$ cat src/rtl/fu_pkg.sv
// Shared widths and transaction types for functional_unit, its issue controller and benches.
// Also carries the modulo pointer increment used by the result FIFO.
package fu_pkg;

    localparam int FU_DATA_W = 32;
    localparam int FU_INST_W = 5;
    localparam int FU_FLAG_W = 4;
    localparam int FU_TAG_W  = 4;

    typedef struct packed {
        logic [FU_DATA_W-1:0] z;
        logic [FU_FLAG_W-1:0] flags;
        logic [FU_TAG_W-1:0]  tag;
    } fu_result_t;

    typedef struct packed {
        logic [FU_DATA_W-1:0] a;
        logic [FU_DATA_W-1:0] b;
        logic [FU_DATA_W-1:0] c;
        logic [FU_INST_W-1:0] inst;
        logic                 ci;
        logic [FU_TAG_W-1:0]  tag;
    } fu_req_t;

    // Wraps at an arbitrary depth so non-power-of-2 FIFOs work.
    function automatic logic [31:0] wrap_inc(input logic [31:0] ptr, input logic [31:0] depth);
        logic [31:0] nxt;
        if (ptr == depth - 32'd1) begin
            nxt = 32'd0;
        end else begin
            nxt = ptr + 32'd1;
        end
        return nxt;
    endfunction

endpackage

$ cat src/rtl/fu_result_fifo.sv
// First-word-fall-through result FIFO with arbitrary depth and occupancy count.
// A write into an empty FIFO becomes visible on the following cycle (no bypass).
module fu_result_fifo import fu_pkg::*; #(
    parameter int WIDTH = 40,
    parameter int DEPTH = 4,
    parameter int CNT_W = $clog2(DEPTH + 1)
) (
    input  logic             i_clk,
    input  logic             i_rst_n,
    input  logic             i_push,
    input  logic [WIDTH-1:0] i_wdata,
    input  logic             i_pop,
    output logic [WIDTH-1:0] o_rdata,
    output logic             o_full,
    output logic             o_empty,
    output logic [CNT_W-1:0] o_count
);

    localparam int PTR_W = (DEPTH > 1) ? $clog2(DEPTH) : 1;

    logic [WIDTH-1:0] r_mem [DEPTH];
    logic [PTR_W-1:0] r_wr_ptr;
    logic [PTR_W-1:0] r_rd_ptr;
    logic [CNT_W-1:0] r_count;
    logic             w_do_push;
    logic             w_do_pop;

    assign o_full    = (r_count == CNT_W'(DEPTH));
    assign o_empty   = (r_count == {CNT_W{1'b0}});
    assign w_do_pop  = i_pop && !o_empty;
    assign w_do_push = i_push && (!o_full || w_do_pop);
    assign o_rdata   = r_mem[r_rd_ptr];
    assign o_count   = r_count;

    // Storage and write pointer; storage is cleared so the head reads zero out of reset.
    always_ff @(posedge i_clk or negedge i_rst_n) begin
        if (!i_rst_n) begin
            for (int i = 0; i < DEPTH; i++) begin
                r_mem[i] <= {WIDTH{1'b0}};
            end
            r_wr_ptr <= {PTR_W{1'b0}};
        end else if (w_do_push) begin
            r_mem[r_wr_ptr] <= i_wdata;
            r_wr_ptr        <= PTR_W'(wrap_inc(32'(r_wr_ptr), 32'(DEPTH)));
        end
    end

    // Read pointer and occupancy; push and pop together leave the count unchanged.
    always_ff @(posedge i_clk or negedge i_rst_n) begin
        if (!i_rst_n) begin
            r_rd_ptr <= {PTR_W{1'b0}};
            r_count  <= {CNT_W{1'b0}};
        end else begin
            if (w_do_pop) begin
                r_rd_ptr <= PTR_W'(wrap_inc(32'(r_rd_ptr), 32'(DEPTH)));
            end
            case ({w_do_push, w_do_pop})
                2'b10:   r_count <= r_count + CNT_W'(1);
                2'b01:   r_count <= r_count - CNT_W'(1);
                default: r_count <= r_count;
            endcase
        end
    end

    fu_result_fifo_chk u_chk (
        .i_clk   (i_clk),
        .i_rst_n (i_rst_n),
        .i_push  (i_push),
        .i_pop   (i_pop),
        .i_full  (o_full),
        .i_empty (o_empty)
    );

endmodule

$ cat src/rtl/fu_result_fifo_chk.sv
// Protocol checker for fu_result_fifo: no overflow, no underflow.
module fu_result_fifo_chk (
    input logic i_clk,
    input logic i_rst_n,
    input logic i_push,
    input logic i_pop,
    input logic i_full,
    input logic i_empty
);

    // A write into a full FIFO is legal only when the head leaves in the same cycle.
    a_no_overflow: assert property (@(posedge i_clk) disable iff (!i_rst_n)
        !(i_push && i_full && !i_pop));

    a_no_underflow: assert property (@(posedge i_clk) disable iff (!i_rst_n)
        !(i_pop && i_empty));

endmodule

$ cat src/rtl/fu_issue_ctrl.sv
// Issue/collect controller for functional_unit: registers operands into the FU, tracks
// in-flight ops by tag, and queues results with credit so none is ever dropped.
module fu_issue_ctrl import fu_pkg::*; #(
    parameter int DATA_W     = FU_DATA_W,
    parameter int INST_W     = FU_INST_W,
    parameter int FLAG_W     = FU_FLAG_W,
    parameter int TAG_W      = FU_TAG_W,
    parameter int FU_LATENCY = 1,
    parameter int RES_DEPTH  = 4
) (
    input  logic              i_clock,
    input  logic              i_reset_n,
    input  logic              i_req_valid,
    output logic              o_req_ready,
    input  logic [DATA_W-1:0] i_req_a,
    input  logic [DATA_W-1:0] i_req_b,
    input  logic [DATA_W-1:0] i_req_c,
    input  logic [INST_W-1:0] i_req_inst,
    input  logic              i_req_ci,
    input  logic [TAG_W-1:0]  i_req_tag,
    output logic [DATA_W-1:0] o_fu_a,
    output logic [DATA_W-1:0] o_fu_b,
    output logic [DATA_W-1:0] o_fu_c,
    output logic [INST_W-1:0] o_fu_inst,
    output logic              o_fu_ci,
    input  logic [DATA_W-1:0] i_fu_z,
    input  logic [FLAG_W-1:0] i_fu_flags,
    output logic              o_rsp_valid,
    input  logic              i_rsp_ready,
    output logic [DATA_W-1:0] o_rsp_z,
    output logic [FLAG_W-1:0] o_rsp_flags,
    output logic [TAG_W-1:0]  o_rsp_tag,
    output logic              o_busy
);

    localparam int STAGES = FU_LATENCY + 1;
    localparam int RES_W  = DATA_W + FLAG_W + TAG_W;
    localparam int CNT_W  = $clog2(RES_DEPTH + 1);
    localparam int IF_W   = $clog2(STAGES + 1);

    logic [DATA_W-1:0] r_fu_a;
    logic [DATA_W-1:0] r_fu_b;
    logic [DATA_W-1:0] r_fu_c;
    logic [INST_W-1:0] r_fu_inst;
    logic              r_fu_ci;
    logic [STAGES-1:0] r_pipe_vld;
    logic [TAG_W-1:0]  r_pipe_tag [STAGES];
    logic [IF_W-1:0]   r_inflight_cnt;

    logic              w_accept;
    logic              w_push;
    logic              w_pop;
    logic              w_full;
    logic              w_empty;
    logic [CNT_W-1:0]  w_fifo_cnt;
    logic [31:0]       w_used;
    logic [RES_W-1:0]  w_wdata;
    logic [RES_W-1:0]  w_rdata;

    // Credit uses registered counts only, so a same-cycle pop frees a slot one cycle later.
    assign w_used      = 32'(w_fifo_cnt) + 32'(r_inflight_cnt);
    assign o_req_ready = !w_full && (w_used < 32'(RES_DEPTH));
    assign w_accept    = i_req_valid && o_req_ready;

    assign w_push  = r_pipe_vld[STAGES-1];
    assign w_wdata = {i_fu_z, i_fu_flags, r_pipe_tag[STAGES-1]};
    assign w_pop   = o_rsp_valid && i_rsp_ready;

    assign o_fu_a    = r_fu_a;
    assign o_fu_b    = r_fu_b;
    assign o_fu_c    = r_fu_c;
    assign o_fu_inst = r_fu_inst;
    assign o_fu_ci   = r_fu_ci;

    assign o_rsp_valid = !w_empty;
    assign {o_rsp_z, o_rsp_flags, o_rsp_tag} = w_rdata;
    assign o_busy = (r_inflight_cnt != {IF_W{1'b0}}) || !w_empty;

    // Operand registers driving the FU; they change only on an accepted request.
    always_ff @(posedge i_clock or negedge i_reset_n) begin
        if (!i_reset_n) begin
            r_fu_a    <= {DATA_W{1'b0}};
            r_fu_b    <= {DATA_W{1'b0}};
            r_fu_c    <= {DATA_W{1'b0}};
            r_fu_inst <= {INST_W{1'b0}};
            r_fu_ci   <= 1'b0;
        end else if (w_accept) begin
            r_fu_a    <= i_req_a;
            r_fu_b    <= i_req_b;
            r_fu_c    <= i_req_c;
            r_fu_inst <= i_req_inst;
            r_fu_ci   <= i_req_ci;
        end
    end

    // Stage 0 lines up with operands at the FU inputs; the last stage lines up with Z/FLAGS.
    always_ff @(posedge i_clock or negedge i_reset_n) begin
        if (!i_reset_n) begin
            r_pipe_vld <= {STAGES{1'b0}};
            for (int i = 0; i < STAGES; i++) begin
                r_pipe_tag[i] <= {TAG_W{1'b0}};
            end
        end else begin
            r_pipe_vld    <= {r_pipe_vld[STAGES-2:0], w_accept};
            r_pipe_tag[0] <= i_req_tag;
            for (int i = 1; i < STAGES; i++) begin
                r_pipe_tag[i] <= r_pipe_tag[i-1];
            end
        end
    end

    // In-flight occupancy: +1 on accept, -1 when the last stage lands in the FIFO.
    always_ff @(posedge i_clock or negedge i_reset_n) begin
        if (!i_reset_n) begin
            r_inflight_cnt <= {IF_W{1'b0}};
        end else begin
            case ({w_accept, w_push})
                2'b10:   r_inflight_cnt <= r_inflight_cnt + IF_W'(1);
                2'b01:   r_inflight_cnt <= r_inflight_cnt - IF_W'(1);
                default: r_inflight_cnt <= r_inflight_cnt;
            endcase
        end
    end

    fu_result_fifo #(
        .WIDTH (RES_W),
        .DEPTH (RES_DEPTH),
        .CNT_W (CNT_W)
    ) u_fifo (
        .i_clk   (i_clock),
        .i_rst_n (i_reset_n),
        .i_push  (w_push),
        .i_wdata (w_wdata),
        .i_pop   (w_pop),
        .o_rdata (w_rdata),
        .o_full  (w_full),
        .o_empty (w_empty),
        .o_count (w_fifo_cnt)
    );

endmodule

$ cat config.mk
export PLATFORM = sky130hd
export DESIGN_NAME = fu_issue_ctrl
export DESIGN_NICKNAME = d
export VERILOG_FILES = /design/src/rtl/fu_pkg.sv /design/src/rtl/fu_result_fifo.sv /design/src/rtl/fu_result_fifo_chk.sv /design/src/rtl/fu_issue_ctrl.sv
export SDC_FILE = /design/constraint.sdc
export NUM_CORES = 1
export LEC_CHECK = 0
export BUFFER_PORTS_ARGS = -buffer_cell sky130_fd_sc_hd__buf_4
export CORE_ASPECT_RATIO = 0.75
export CORE_MARGIN = 4
export CORE_UTILIZATION = 42
export DETAILED_ROUTE_END_ITERATION = 6
export PLACE_DENSITY = 0.67
export SLEW_MARGIN = 20
export SYNTH_ARGS = -nofsm -noshare
export SYNTH_HDL_FRONTEND = slang
export SYNTH_SLANG_ARGS = --single-unit
$ cat constraint.sdc
create_clock -name i_clock -period 5.8 [get_ports i_clock]
set_input_delay 0 -clock i_clock [delete_from_list [all_inputs] [get_ports i_clock]]
set_output_delay 0 -clock i_clock [all_outputs]
set_load 0.02 [all_outputs]
==> flow_summary.toml <==
[place]
place_congestion = 0.789
detailed_place_hpwl_mm = 18.4
port_buffers = 290
placedCellCount = 1279
dp_slack_ns = 2.87

[critical_path]
crit_type = "reg2reg"
startpoint_type = "flop"
arrival_ns = 3.34
critPathMaxFanout = 56
required_ns = 6.22
end_kind = "flop"

[route]
drtIter0Drc = 266
wl_met1_mm = 12.6
ant_nets = 0
met2_length_mm = 15.1
viasPerCell = 4.93
routed.top_layer = "met5"
via_count = 7284
wl_per_cell_um = 20.3
drt_pass1_iterations = 4
drc = 0
wl_met3_mm = 1.68
drt-total-wl_mm = 29.9

[flow_run]
maxCapViolCount = 0

[cells_and_area]
area_delta_synth_final_pct = 42.6
multi_input_area_um2 = 4450
ff_latch_area_um2 = 7040
nNetsFinal = 1257
final_cells = 1478
final_cell_mix = "buf_4 (298), dfrtp_1 (279), mux2_2 (206), dlygate4sd3_1 (144), mux2_4 (60)"
final_common_cell = "buf_4"
drive_above_1_share = 0.588
fillers = 1964

[floorplanning]
rows = 52
die_h_um = 153
io_pins = 291
design.die.area_um2 = 30600
coreArea_um2 = 27200
initial_utilization = 0.430
dieWidth_um = 201

[clock_network]
cts_resized = 0
clk_pin_slew_ns = 0.07
htree_levels = 1
cts.path.max_buffers = 3
clk_latency_ns = 0.54
hold_buffers = 144
numClockSinks = 281
cts-root-buf = "clkbuf_16"
tritoncts.num_buffers = 28
cts_setup_buffers = 0
cts_tree = "built"

[pwr]
vdd_ir_drop_max_uv = 344
total_power_mw = 10.2
power.density_nw_per_um2 = 611
p_leak_nw = 7.61

[global_routing]
grt_max_degree = 126
antenna_found_initial = 4
overflow = 0
grt_use_total = 0.194
grt_pass1_wl_mm = 47.7
grt_pass1_vias = 8278

[synth]
yosysWarningCount = 0
ys_seq_area_frac = 0.601
netlist_area_um2 = 11700
synth.avg_cell_area_um2 = 17.6
synth_cell_types = 20
synthCells = 666
synth_seq_cells = 281
syn_nets = 821

[timing]
fin_ws_ns = 2.88
rsz0062_at_grt = "no"
slew_headroom = 0.317
final.setup.tns_ns = 0
finalCritPeriodShare = 0.503
slew_violations = 0
timing_hold_violations_final = 0
period_needed_ns = 2.92
clock.fmax_ghz = 0.343
finClkSkew_ns = 0.0197
worst_pin_slew_ns = 1.03
whs_ns = 0.115
setup_viol = 0

[outcome]
status = "finished clean"

[hold_path]
hold_class = "in2reg"
==> worst paths after layout <==
path	from	to	slack [ns]	cells after the start
worst min-delay path	i_req_tag[2]	r_pipe_tag[6]	0.11	2
max in group asynchronous	i_reset_n	u_fifo.r_mem[0]	4.10	3
worst max-delay path	u_fifo.o_count[1]	o_fu_b[10]	2.88	5
worst min register to register	r_pipe_vld[0]	r_pipe_vld[1]	0.35	0
min in group asynchronous	i_reset_n	u_fifo.r_mem[138]	0.15	2
worst max register to register	u_fifo.o_count[1]	o_fu_b[10]	2.88	5
==> layer usage <==
metal,vias to the layer above,GRT usage
met3,36,0.0466
met1,3742,0.248
li1,3284,-
met4,2,0.0393
met2,220,0.339
met5,-,0
==> cell type report <==
type / count / share of cell area
inverter: 7 / 0.00158
clock inverter: 11 / 0.0108
sequential: 281 / 0.422
clock buffer: 41 / 0.0504
tap: 351 / 0.0263
timing repair buffer: 443 / 0.221
multi-input combinational: 341 / 0.267
antenna: 3 / 0.000450
==> stage by stage <==
step / instance area [µm²] / util
after detailed placement: 14200 / 0.522
after floorplan: 11700 / -
after global routing: 16700 / 0.613
final: 16700 / 0.613
after global placement: 14200 / 0.522
after CTS: 16700 / 0.613
==> synthesized netlist by cell type (all sizes together) <==
library cell	instances	share of area
fa	1	0.0017
a311oi	1	0.0013
nor4b	1	0.0020
nor2	8	0.0026
or3	2	0.0011
mux2i	1	0.00086
inv	7	0.0022
mux4	40	0.077
nand2	6	0.0019
dfrtp	281	0.60
ha	8	0.0086
xor2	3	0.0022
clkbuf	2	0.00064
buf	35	0.018
nand2b	1	0.00054
mux2	266	0.28
xnor2	3	0.0022
==> state kept, by name (all words and copies together), names as in the netlist <==
signal / flops
u_fifo.o_count: 3
u_fifo.r_mem: 160
o_fu_a: 32
u_fifo.r_rd_ptr: 2
u_fifo.r_wr_ptr: 2
o_fu_inst: 5
r_pipe_tag: 8
r_inflight_cnt: 2
o_fu_b: 32
o_fu_ci: 1
o_fu_c: 32
r_pipe_vld: 2
==> where the power goes <==
part | internal [mW] | total, mW | switching [mW]
combinational | 2.56 | 4.61 | 2.05
sequential | 2.96 | 3.61 | 0.652
clock | 1.22 | 1.98 | 0.755
==> cells by family after synthesis <==
family,count (synthesis),synth area share
simple gates,18,0.00813
fa+ha+maj,9,0.0103
mux,307,0.353
xor+xnor,6,0.00449
flops,281,0.601
buf+inv,44,0.0212
compound gates,1,0.00128
==> worst max-delay path: stages (launching register included) <==
cell	delay, ns
dfrtp_1	0.43
ha_1	0.31
a311oi_2	0.13
nand2_4	0.78
buf_4	0.70
mux2_2	0.42
(Power assumes the default switching activity.)
